## src/rtl/hilbert_seq_ctrl.sv

```systemverilog
// Sequencer for a serial Hilbert filter core: buffers ADC samples in a FIFO, issues one load per sample,
// captures (re, im) and hands it downstream with valid/ready. Optional HILBERT_SEQ_DROP_CNT_EN adds drop_cnt.
`timescale 1ns/1ps
module hilbert_seq_ctrl #(
  parameter int XW          = 16,
  parameter int YW          = 28,
  parameter int FIFO_DEPTH  = 4,
  parameter int CALC_CYCLES = 10
) (
  input  logic          clock,
  input  logic          reset,
  input  logic          in_valid,
  input  logic [XW-1:0] in_data,
  output logic          hf_enable,
  output logic [XW-1:0] hf_xin,
  input  logic [YW-1:0] hf_re,
  input  logic [YW-1:0] hf_im,
  output logic          out_valid,
  input  logic          out_ready,
  output logic [YW-1:0] out_re,
  output logic [YW-1:0] out_im,
  output logic          ovf,
  input  logic          clr_ovf
`ifdef HILBERT_SEQ_DROP_CNT_EN
  ,
  output logic [15:0]   drop_cnt
`endif
);

  localparam int AW = $clog2(FIFO_DEPTH);
  localparam int CW = $clog2(CALC_CYCLES);
  localparam logic [AW-1:0] PTR_ONE  = AW'(1);
  localparam logic [AW:0]   CNT_ONE  = (AW+1)'(1);
  localparam logic [AW:0]   CNT_FULL = (AW+1)'(FIFO_DEPTH);
  localparam logic [CW-1:0] WAIT_LD  = CW'(CALC_CYCLES - 1);

  typedef enum logic [1:0] {IDLE, ISSUE, WAIT, HOLD} state_t;

  state_t        state_q, state_d;
  logic [XW-1:0] mem_q [FIFO_DEPTH];
  logic [AW-1:0] wr_ptr_q, rd_ptr_q;
  logic [AW:0]   count_q, count_d;
  logic [CW-1:0] wait_q, wait_d;
  logic          out_valid_q, out_valid_d;
  logic [YW-1:0] out_re_q, out_re_d, out_im_q, out_im_d;
  logic          ovf_q, ovf_d;
  logic          full_s, empty_s, push_s, pop_s, drop_s;

  // A full FIFO still accepts a push when the head leaves in the same cycle.
  assign full_s  = (count_q == CNT_FULL);
  assign empty_s = (count_q == {(AW+1){1'b0}});
  assign pop_s   = (state_q == ISSUE);
  assign push_s  = in_valid && (!full_s || pop_s);
  assign drop_s  = in_valid && full_s && !pop_s;

  assign hf_enable = pop_s;
  assign hf_xin    = pop_s ? mem_q[rd_ptr_q] : {XW{1'b0}};
  assign out_valid = out_valid_q;
  assign out_re    = out_re_q;
  assign out_im    = out_im_q;
  assign ovf       = ovf_q;

  // FIFO occupancy after this cycle's push/pop.
  always_comb begin
    count_d = count_q;
    case ({push_s, pop_s})
      2'b10:   count_d = count_q + CNT_ONE;
      2'b01:   count_d = count_q - CNT_ONE;
      default: count_d = count_q;
    endcase
  end

  // Sequencer next state, wait counter and result capture.
  always_comb begin
    state_d     = state_q;
    wait_d      = wait_q;
    out_valid_d = out_valid_q;
    out_re_d    = out_re_q;
    out_im_d    = out_im_q;
    case (state_q)
      IDLE: begin
        if (!empty_s) state_d = ISSUE;
        else          state_d = IDLE;
      end
      ISSUE: begin
        wait_d  = WAIT_LD;
        state_d = WAIT;
      end
      WAIT: begin
        if (wait_q == {CW{1'b0}}) begin
          out_re_d    = hf_re;
          out_im_d    = hf_im;
          out_valid_d = 1'b1;
          state_d     = HOLD;
        end else begin
          wait_d = wait_q - CW'(1);
        end
      end
      HOLD: begin
        if (out_ready) begin
          out_valid_d = 1'b0;
          if (count_d != {(AW+1){1'b0}}) state_d = ISSUE;
          else                           state_d = IDLE;
        end else begin
          state_d = HOLD;
        end
      end
      default: state_d = IDLE;
    endcase
  end

  // A drop in the clear cycle keeps the flag set.
  always_comb begin
    ovf_d = ovf_q;
    if (drop_s)       ovf_d = 1'b1;
    else if (clr_ovf) ovf_d = 1'b0;
    else              ovf_d = ovf_q;
  end

  // Control and datapath registers.
  always_ff @(posedge clock) begin
    if (reset) begin
      state_q     <= IDLE;
      wr_ptr_q    <= {AW{1'b0}};
      rd_ptr_q    <= {AW{1'b0}};
      count_q     <= {(AW+1){1'b0}};
      wait_q      <= {CW{1'b0}};
      out_valid_q <= 1'b0;
      out_re_q    <= {YW{1'b0}};
      out_im_q    <= {YW{1'b0}};
      ovf_q       <= 1'b0;
    end else begin
      state_q     <= state_d;
      count_q     <= count_d;
      wait_q      <= wait_d;
      out_valid_q <= out_valid_d;
      out_re_q    <= out_re_d;
      out_im_q    <= out_im_d;
      ovf_q       <= ovf_d;
      if (push_s) wr_ptr_q <= wr_ptr_q + PTR_ONE;
      if (pop_s)  rd_ptr_q <= rd_ptr_q + PTR_ONE;
    end
  end

  // Sample storage; contents are don't-care while the slot is unoccupied.
  always_ff @(posedge clock) begin
    if (push_s) mem_q[wr_ptr_q] <= in_data;
  end

`ifdef HILBERT_SEQ_DROP_CNT_EN
  logic [15:0] drop_cnt_q, drop_cnt_d;

  // Saturating drop counter, cleared together with the sticky flag.
  always_comb begin
    drop_cnt_d = drop_cnt_q;
    if (clr_ovf)                                drop_cnt_d = drop_s ? 16'd1 : 16'd0;
    else if (drop_s && drop_cnt_q != 16'hFFFF) drop_cnt_d = drop_cnt_q + 16'd1;
    else                                        drop_cnt_d = drop_cnt_q;
  end

  // Drop counter register.
  always_ff @(posedge clock) begin
    if (reset) drop_cnt_q <= 16'd0;
    else       drop_cnt_q <= drop_cnt_d;
  end

  assign drop_cnt = drop_cnt_q;
`else
  // Without the counter only the sticky ovf flag reports drops.
`endif

endmodule

```

## config.mk

```make
export PLATFORM = sky130hd
export DESIGN_NAME = hilbert_seq_ctrl
export DESIGN_NICKNAME = d
export VERILOG_FILES = /design/src/rtl/hilbert_seq_ctrl.sv
export SDC_FILE = /design/constraint.sdc
export NUM_CORES = 1
export LEC_CHECK = 0
export CAP_MARGIN = 20
export CORE_UTILIZATION = 30
export DETAILED_ROUTE_END_ITERATION = 16
export GPL_ROUTABILITY_DRIVEN = 0
export PLACE_DENSITY = 0.52
export SYNTH_ARGS = -nofsm -noshare
export SYNTH_HDL_FRONTEND = slang
export SYNTH_SLANG_ARGS = --single-unit
export TNS_END_PERCENT = 100
```

## constraint.sdc

```tcl
create_clock -name clock -period 2.8 [get_ports clock]
set_input_delay 0.42 -clock clock [delete_from_list [all_inputs] [get_ports clock]]
set_output_delay 0.42 -clock clock [all_outputs]
set_load 0.05 [all_outputs]
```

==> results of run 1 <==
==> sequential cells by signal, indices dropped and copies added (netlist names), named ones only <==
name and count:
state_q 2, out_valid 1, rd_ptr_q 2, out_im 28, count_q 3, mem_q 64, wr_ptr_q 2, out_re 28
wait_q 4, ovf 1
==> Yosys cell counts, drive strengths merged, types with 2 or more instances <==
| master | n |
|---|---|
| xnor2 | 2 |
| inv | 9 |
| buf | 17 |
| a311oi | 2 |
| and2 | 20 |
| clkbuf | 10 |
| edfxtp | 64 |
| and3 | 2 |
| dfxtp | 73 |
| nor2 | 11 |
| mux2i | 2 |
| nand2 | 117 |
| mux4 | 16 |
| ha | 5 |
| xor2 | 2 |
| nor2b | 2 |
| nand2b | 2 |
| o21ai | 3 |
| a211oi | 2 |
| a21oi | 61 |
| nand3 | 5 |
| nor3 | 6 |
| a31oi | 2 |
==> routing by layer <==
metal  vias up  track usage
met5         -            0
met4         0       0.0562
met3        16       0.0712
met2       140        0.228
met1      1785        0.171
li1       1857            -
==> worst max-delay path: stages (launching register included) <==
cell,delay (ns)
dfxtp_1,0.30
buf_4,0.31
mux4_2,0.56
and2_1,0.18
buf_4,0.18
==> power by group through the flow <==
stage / Combinational, uW / Sequential (uW) / Clock (uW)
after global placement: 2610 / 2620 / 0
after floorplan: 1270 / 3160 / 0
final: 2610 / 2600 / 2140
after detailed placement: 2640 / 2640 / 0
after global routing: 2820 / 2640 / 2280
after CTS: 2650 / 2600 / 2200
==> final timing paths <==
kind,startpoint,end,cells past startpoint
setup / recovery,flop,hf_xin[2],4
hold / removal,out_im[13]$_SDFFE_PP0P_,out_im[13]$_SDFFE_PP0P_,2
setup reg to reg,state_q[0]$_SDFFE_PP0P_,state_q[0]$_SDFFE_PP0P_,7
hold reg to reg,out_im[13]$_SDFFE_PP0P_,out_im[13]$_SDFFE_PP0P_,2
==> cell families (layout without fill, tap and decap cells) <==
| kind of cell | after synthesis | in the layout |
|---|---|---|
| xor+xnor | 4 | 4 |
| simple gates | 171 | 171 |
| compound gates | 74 | 74 |
| mux | 18 | 18 |
| fa+ha+maj | 6 | 6 |
| buf+inv | 36 | 205 |
| flops | 137 | 137 |
==> area by class of cell <==
cell class                 instances  area [um^2]
fill                            1535         9250
clock inverter                     9          100
clock buffer                      23          468
inverter                           9         33.8
multi-input combinational        273         1660
timing repair buffer             164         1590
sequential                       137         3380
tap                              220          275
==> through the flow <==
step	cells	hold WS (ns)
floorplan	446	0.473
detailed placement	803	0.448
finish	835	0.450
CTS	835	0.455
global route	835	0.474
global placement	803	0.441
==> impl_metrics.json, run 1 <==
{
  "relSlewSlack": 0.446,
  "tns_ns": 0,
  "critPathArrivalTime_ns": 1.95,
  "syn-cell-area_um2": 5200,
  "cts_tree": "done",
  "holdCritPathClass": "flop to flop",
  "drc": 0,
  "vias": 3798,
  "clockPowerShare": 0.291,
  "cts_num_sinks": 137,
  "p_leak_uw": 0.00260,
  "syn2layout_area_growth_pct": 44.4,
  "synth_flop_cell": "dfxtp_1",
  "ios": 152,
  "synth_edf_count": 64,
  "die-area_um2": 17900,
  "finalPower_uw": 7340,
  "clk_latency_ns": 0.41,
  "finish.utilization": 0.448,
  "pre_cts_ws_ns": 0.0857,
  "grt_max_degree": 53,
  "dieWidth_um": 134,
  "layout.nets": 685,
  "path_class": "flop to output pin",
  "setup_viol": 0,
  "hold_viol_final": 0,
  "layout-drive-gt1-share": 0.127,
  "synth_nets": 529,
  "layout_commonest_cell": "clkdlybuf4s50_1",
  "synthAdderAreaFrac": 0.0159,
  "yosysWarningCount": 0,
  "wl_met3_um": 1230,
  "wl_per_cell_um": 14.8,
  "numCtsBuffers": 17,
  "grt.total_usage": 0.146,
  "tightest_slew_ns": 0.831,
  "synth_compound_area_frac": 0.0781,
  "dr_wl_met2_um": 5760,
  "yosysTopAreaCell": "edfxtp_1",
  "synth_top_family_by_area": "simple AND/OR/NAND/NOR gates",
  "final_area_um2": 7510,
  "wl_um": 12400,
  "highest_layer": "met4",
  "die_height_um": 134,
  "ir_drop_v": 0.000452,
  "diodes": 0,
  "drtIter0Drc": 127,
  "cts_resized": 0,
  "synthCells": 446,
  "cts-root-buf": "clkbuf_16",
  "power_density_nw_per_um2": 977,
  "synthMuxAreaShare": 0.0731,
  "finalMaxSlewViolations": 0,
  "swShare": 0.354,
  "setup.worst_path.end_class": "output pin",
  "drtPass1Iterations": 5,
  "min_period_ns": 2.37,
  "critPathMaxFanout": 16,
  "critPathRequiredTime_ns": 2.38,
  "regToRegSetupSlack_ns": 0.47,
  "synth-xor-area-share": 0.00673,
  "synthDistinctLibCells": 38,
  "cts.clk_slew.worst_paths_ns": 0.06,
  "grt_overflow": 0,
  "rsz0062_at_grt": "false",
  "ys_async_sr_fraction": 0,
  "fmax_ghz": 0.422,
  "hold_buffers": 0,
  "met1_length_um": 5200,
  "post-cts-setup-buffer-count": 0,
  "synth.avg_cell_area_um2": 11.7,
  "synth_area_leaders": "edfxtp_1 37%, dfxtp_1 28%, nand2_1 8.4%",
  "ys_seq_area_frac": 0.650,
  "post-route-period-util": 0.846,
  "viasPerCell": 4.55,
  "yosys.area_share.simple": 0.145,
  "port_buffers": 151,
  "grt_pass1_wl_um": 19800,
  "dpl.hpwl_um": 8180,
  "clock-skew-final_ns": 0.00673,
  "drv_cap": 0,
  "grt_pass1_vias": 3909,
  "combPwrFrac": 0.355,
  "place_area_um2": 6950,
  "synth-seq-cells": 137,
  "seq_power_share": 0.354,
  "clock_path_buffers": 2,
  "h-tree-depth": 4,
  "final_cell_mix": "134 x clkdlybuf4s50_1, 117 x nand2_1, 73 x dfxtp_1",
  "coreArea_um2": 16800,
  "rows": 47,
  "initial_core_util": 0.310,
  "setup_slack_ns": 0.431,
  "grt_antenna_before_repair": 1,
  "synth_top_area_frac": 0.369,
  "p_int_uw": 4740,
  "outcome": "finished, final reports clean",
  "ant_nets": 0,
  "switchingPower_uw": 2600,
  "worstSetupStartpointType": "flop"
}
(Power assumes the default switching activity.)
==> inputs of run 2 (changes only) <==
==> constraint.sdc (replaced) <==
create_clock -name clock -period 2.35 [get_ports clock]
set_input_delay 0.3525 -clock clock [delete_from_list [all_inputs] [get_ports clock]]
set_output_delay 0.3525 -clock clock [all_outputs]
set_load 0.05 [all_outputs]
==> run 2 against run 1 <==
Design area grew 1.0%. Sequential power rose by 19%. Worst setup slack got worse by 0.30 ns. Die area unchanged. Power grew 20%. Critical endpoint is now hf_xin[5]. Clock power up 21%. Register-to-register slack lost 0.20 ns.
==> impl_metrics.json, run 2 (same netlist as run 1, synthesis figures left out) <==
{
  "diodes": 0,
  "dieWidth_um": 134,
  "syn2layout_area_growth_pct": 45.9,
  "grt_pass1_vias": 3958,
  "cts-root-buf": "clkbuf_16",
  "drc": 0,
  "ant_nets": 0,
  "drtPass1Iterations": 4,
  "finalNonFillerCells": 835,
  "grt_max_degree": 41,
  "worst_path_largest_cell_delay_ns": 0.53,
  "post-route-period-util": 0.944,
  "ir_drop_v": 0.000508,
  "min_period_ns": 2.22,
  "cts_num_sinks": 137,
  "wl_per_cell_um": 14.5,
  "p_leak_uw": 0.00261,
  "final_cell_mix": "133 x clkdlybuf4s50_1, 117 x nand2_1, 73 x dfxtp_1",
  "cts.clk_slew.worst_paths_ns": 0.06,
  "crit_family": "multiplexers",
  "drtIter0Drc": 138,
  "relSlewSlack": 0.629,
  "finalMaxSlewViolations": 0,
  "grt_overflow": 0,
  "tightest_slew_ns": 0.554,
  "drv_cap": 0,
  "layout_commonest_cell": "clkdlybuf4s50_1",
  "power_density_nw_per_um2": 1160,
  "coreArea_um2": 16800,
  "numCtsBuffers": 17,
  "fmax_ghz": 0.451,
  "initial_core_util": 0.310,
  "viasPerCell": 4.60,
  "clk_latency_ns": 0.42,
  "port_buffers": 151,
  "rows": 47,
  "hold_slack_ns": 0.322,
  "slowest_stage": "mux4_2",
  "regMostFlops": "mem_q",
  "die_height_um": 134,
  "final_area_um2": 7590,
  "layout.nets": 685,
  "clock_path_buffers": 2,
  "cts_tree": "done",
  "critPathArrivalTime_ns": 1.87,
  "holdCritPathClass": "input pin to flop",
  "worstSetupStartpointType": "flop",
  "die-area_um2": 17900,
  "place_area_um2": 7010,
  "largest_reg_flops": 64,
  "path_class": "flop to output pin",
  "dp.cells": 803,
  "grt_antenna_before_repair": 0,
  "grt_pass1_wl_um": 20100,
  "grt.total_usage": 0.148,
  "clock-skew-final_ns": 0.00593,
  "ios": 152,
  "setup.worst_path.end_class": "output pin",
  "hold_viol_final": 0,
  "crit_chain": "buf_12, mux4_2, and2_1, buf_4",
  "finish.utilization": 0.453,
  "finalPower_uw": 8840,
  "layout-drive-gt1-share": 0.135,
  "critPathMaxFanout": 16,
  "outcome": "finished, final reports clean",
  "path_buf_inv": 2,
  "critPathRequiredTime_ns": 2.00,
  "rsz0062_at_grt": "false",
  "setup_viol": 0,
  "fillCellCount": 1551,
  "vias": 3842,
  "h-tree-depth": 4,
  "dpl.hpwl_um": 8060,
  "wl_um": 12100
}
run 2: cell count changes in the layout (fill, tap and decap cells not counted), sizes merged:
| cell | previous run | this run |
|---|---|---|
| buf | 30 | 31 |
| clkinv | 6 | 9 |
| clkdlybuf4s50 | 134 | 133 |
| clkinvlp | 1 | 2 |
| inv | 9 | 11 |
| clkbuf | 23 | 17 |
run 2: final timing paths:
check / start / to / slack, ns / cells past startpoint
min: reset / wr_ptr_q[1]$_SDFFE_PP0P_ / 0.32 / 2
max reg2reg: state_q[0]$_SDFFE_PP0P_ / state_q[0]$_SDFFE_PP0P_ / 0.27 / 7
max: flop / hf_xin[5] / 0.13 / 4
min reg2reg: out_re[23]$_SDFFE_PP0P_ / out_re[23]$_SDFFE_PP0P_ / 0.45 / 2
run 2: layout make-up:
cell class              instances  area (um^2)  area share
clock buffers                  17          425      0.0561
clock inverters                15          151      0.0199
well taps                     220          275      0.0363
inverters                       9         38.8     0.00511
flip-flops and latches        137         3380       0.446
repair buffers                164         1650       0.217
multi-input cells             273         1670       0.220
run 2: per-stage QoR:
step,setup TNS [ns],setup slack (ns)
final,0,0.131
after global routing,0,0.0439
after CTS,0,0.0819
after detailed placement,-0.0308,-0.0308
after global placement,0,0.0386
after floorplan,0,0.181
run 2: layer usage:
metal	GRT usage	up-vias	routed length, um
met1	0.174	1829	5180
met4	0.0657	0	226
met3	0.0715	19	1150
li1	-	1865	-
met5	0	-	0
met2	0.227	129	5580
run 2: timing repair:
action / CTS / global route
hold buffers: 0 / 0
buffers inserted: 0 / 0
resized for setup: 1 / 2
endpoints found under the setup margin: 13 / 16
run 2: report_power, final:
group	switching (uW)	leakage, uW	internal, uW	total, uW
clock	1020	0.000279	1560	2580
combinational	1950	0.00115	1200	3150
sequential	211	0.00118	2890	3100
